$ cat src/rtl/sat_counter.sv
// Saturating up-counter with synchronous clear; clear beats increment.
module sat_counter #(
  parameter int unsigned CNT_W = 16
) (
  input  logic             clk,
  input  logic             rst,
  input  logic             inc,
  input  logic             clr,
  output logic [CNT_W-1:0] cnt
);

  always_ff @(posedge clk) begin
    if (!rst) begin
      cnt <= '0;
    end else if (clr) begin
      cnt <= '0;
    end else if (inc && (cnt != '1)) begin
      cnt <= cnt + CNT_W'(1);
    end
  end

endmodule

$ cat config.mk
export PLATFORM = sky130hd
export DESIGN_NAME = sat_counter
export DESIGN_NICKNAME = d
export VERILOG_FILES = /design/src/rtl/sat_counter.sv
export SDC_FILE = /design/constraint.sdc
export NUM_CORES = 1
export LEC_CHECK = 0
export CORE_MARGIN = 2
export CORE_UTILIZATION = 45
export CTS_CLUSTER_DIAMETER = 50
export DETAILED_ROUTE_END_ITERATION = 6
export HOLD_SLACK_MARGIN = 0.06
export PLACE_DENSITY = 0.73
export RECOVER_POWER = 100
export SYNTH_ARGS = -nofsm -noshare
export SYNTH_HDL_FRONTEND = slang
export SYNTH_SLANG_ARGS = --single-unit
$ cat constraint.sdc
create_clock -name clk -period 2.2 [get_ports clk]
set_clock_uncertainty 0.2 [all_clocks]
set_input_delay 0.55 -clock clk [delete_from_list [all_inputs] [get_ports clk]]
set_output_delay 0.55 -clock clk [all_outputs]
set_load 0.02 [all_outputs]
==> summary.md <==
| Metric | Value |
|---|---|
| # port buffers | 19 |
| Sequential share of power | 0.623 |
| Largest Register | cnt |
| Actual slew at the worst max-slew pin | 0.502 ns |
| Hold Fails Final Rpt | 0 |
| GP Congestion | 0.778 |
| Design Area, Final | between 1000 and 1500 um^2 |
| Power share of the combinational group | 0.056 |
| Fin crit share | 0.976 |
| Synth-to-Final Area Change | 29.1% |
| DIE WIDTH | 47.8 um |
| Number of synthesized flops with an enable pin | 0 |
| I/O Pins | 20 |
| Worst R2R Path Depth | 4 |
| Yosys top cell area share | 0.370 |
| Starting DRC count in detailed routing | 20 |
| Max reg flops | 16 |
| Largest net degree at the start of global routing | 9 |
| Total track usage | 0.210 |
| Syn Area/Cell | 9.50 um^2 |
| N_diodes | 0 |
| Remaining design rule violation count | 0 |
| Crit path cell chain | clkdlybuf4s50_1 |
| Post-route ant nets | 0 |
| Total CTS buffers | 3 |
| RSZ-0062 raised after global routing | no |
| Pins Over Slew Limit | 0 |
| CTS tree | built |
| WHS Path Cells | 2 |
| Switching Share | 0.215 |
| Max Clock Freq | 466 MHz |
| Kind of critical path | reg -> out |
| Final min period | ~2.1 ns |
| Layout cells sized above 1 | 0.132 |
| R2r endpoint | cnt[1] |
| Root buffer cell | clkbuf_4 |
| Wire per inst | 13.9 um |
| Clock Path Buffers | 2 |
| Fin nets | 128 |
| Chip height | 47.8 um |
| Ys Warns | 0 |
| Met2 global-route usage | 0.355 |
| First-pass GRT wire length | 3.24 mm |
| Post-Route Utilization | 0.633 |
| Post-synth ARST share | 0 |
| Top post-synthesis cells by area | dfxtp_1, nand4_4, nor2_1 |
| Endpoint, Worst Hold | cnt[2] |
| Final worst setup slack | 0.0519 ns |
| Pre-CTS setup slack | -0.116 ns |
| Critical R2R Launch | cnt[13] |
| Vias per cell | around 5.7 |
| CP startpoint kind | flip-flop |
| Met1 GRT Util | 0.250 |
| FF+latch count, synth | 16 |
| CP arrival | 1.40 ns |
| Sw power | 0.101 mW |
| CP Capture Type | output pin |
| Mapped Area | 865 um^2 |
| CP top delay family | buffers and inverters |
| Sequential share of the synthesized area | 0.370 |
| Worst R2R Setup Slack | just over 0.3 ns |
| Largest regs | cnt (16) |
| Internal power | 0.368 mW |
| CP max-delay cell | clkdlybuf4s50_1 |
| Rows | 15 |
| Met3 Usage GRT | 0.0377 |
| Synth cell types | 38 |
| CP max FO | 6 |
| Cell taking the most area after synthesis | dfxtp_1 |
| CTS sink cnt | 16 |
| Hold crit path type | reg -> reg |
| Gate Count Post-Synth | just over 90 |
| Initial antenna violation count | 0 |
| Post-CTS Hold Buffers | 0 |
| Via count | 826 |
| Static Leak | 0.408 nW |
| Synth Net Count | 96 |
| Dpl cells | about 140 |
| WP buf/inv | 1 |
| Design Power | roughly 0.47 mW |
| Power share of the clock group | 0.321 |
| Grt total ovfl | 0 |
| Post-DP HPWL | 1.61 mm |
| Clock-pin slew on the worst setup and hold paths | approximately 0.090 ns |
| VDD IR max | 0.349 mV |
| Final setup TNS | 0 ns |
| Pwr per Cell Area | between 400 and 500 nW/um^2 |
| Crit path from | cnt[9] |
| Most common cell in the netlist | dfxtp_1 |
| Final std cells w/o fill | 146 |
| Hold_sp | cnt[2] |
| Placed cell area | between 1000 and 1500 um^2 |
| Drt first pass iters | 4 |
| Hold WS | 0.333 ns |
| Maxcap violations | 0 |
| Relative slew slack | 0.661 |
| List of most frequent post-synthesis cells | dfxtp_1, nor2_1, nand2_1 |
| Die ar. | 2290 um^2 |
| Core area | roughly 1800 um^2 |
| # setup viols final | 0 |
| DRT Wirelength | 2.03 mm |
| GR peak layer | met2 |
| Most used flip-flop cell after synthesis | dfxtp_1 |
| Vias in the first global route | 746 |
| CTS H-tree depth | 1 |
| Outcome | finished, final reports clean |
| Starting Density | 0.490 |
| Clk_lat worst skew | 0.29 ns |
| CP peak stage delay | 0.65 ns |
| CP Data Required Time | between 1 and 1.5 ns |
[per-layer routing]
layer / vias up / wire [um]
met5: - / 0
met4: 0 / 40
met3: 5 / 67
met2: 18 / 1010
met1: 381 / 915
li1: 422 / -
[power by group through the flow]
stage / sequential [mW] / clock (mW) / combinational, mW
global route: 0.293 / 0.171 / 0.0285
CTS: 0.292 / 0.156 / 0.0280
finish: 0.292 / 0.151 / 0.0262
global placement: 0.299 / 0 / 0.0274
detailed placement: 0.299 / 0 / 0.0279
floorplan: 0.300 / 0 / 0.0108
[repair_timing]
item | in CTS | in global routing
hold endpoints to repair | 0 | 0
buffers inserted | 0 | 0
setup endpoints to repair | 0 | 2
resized for setup | 0 | 2
[area by class of cell]
cell class	instances	area [um^2]
Inverter	2	7.51
Timing Repair Buffer	28	238
Sequential cell	16	320
Clock buffer	3	22.5
Fill cell	178	648
Tap cell	25	31.3
Multi-Input combinational cell	72	497
[kinds of logic after synthesis]
group,Yosys count,share of synthesized area
adder cells (fa/ha/maj),1,0.0145
AO/OA/AOI/OAI,22,0.214
flip-flops,16,0.370
AND/OR/NAND/NOR,44,0.336
multiplexers,1,0.0116
XOR/XNOR,4,0.0405
buffers and inverters,3,0.0130
[placed cells by master, fill, tap and decap left out, types with 3 or more instances in the layout]
| cell type | n |
|---|---|
| nor4_1 | 3 |
| o21ai_0 | 4 |
| buf_4 | 6 |
| nand2_1 | 5 |
| dlygate4sd3_1 | 3 |
| nand3_1 | 4 |
| clkdlybuf4s50_1 | 14 |
| clkbuf_1 | 4 |
| dfxtp_1 | 16 |
| clkbuf_4 | 4 |
| and2_1 | 3 |
| a21oi_1 | 4 |
| nor2_1 | 10 |
| xor2_1 | 3 |
[worst max path at each step]
stage               to  slack (ns)  cells after the start
6_report        cnt[9]        0.05                      1
4_1_cts        cnt[13]        0.04                      1
2_1_floorplan  cnt[14]        0.33                      5
5_1_grt         cnt[6]       0.003                      1
3_3_place_gp   cnt[13]       -0.02                      5
3_5_place_dp    cnt[5]       -0.12                      6
(Power assumes the default switching activity.)
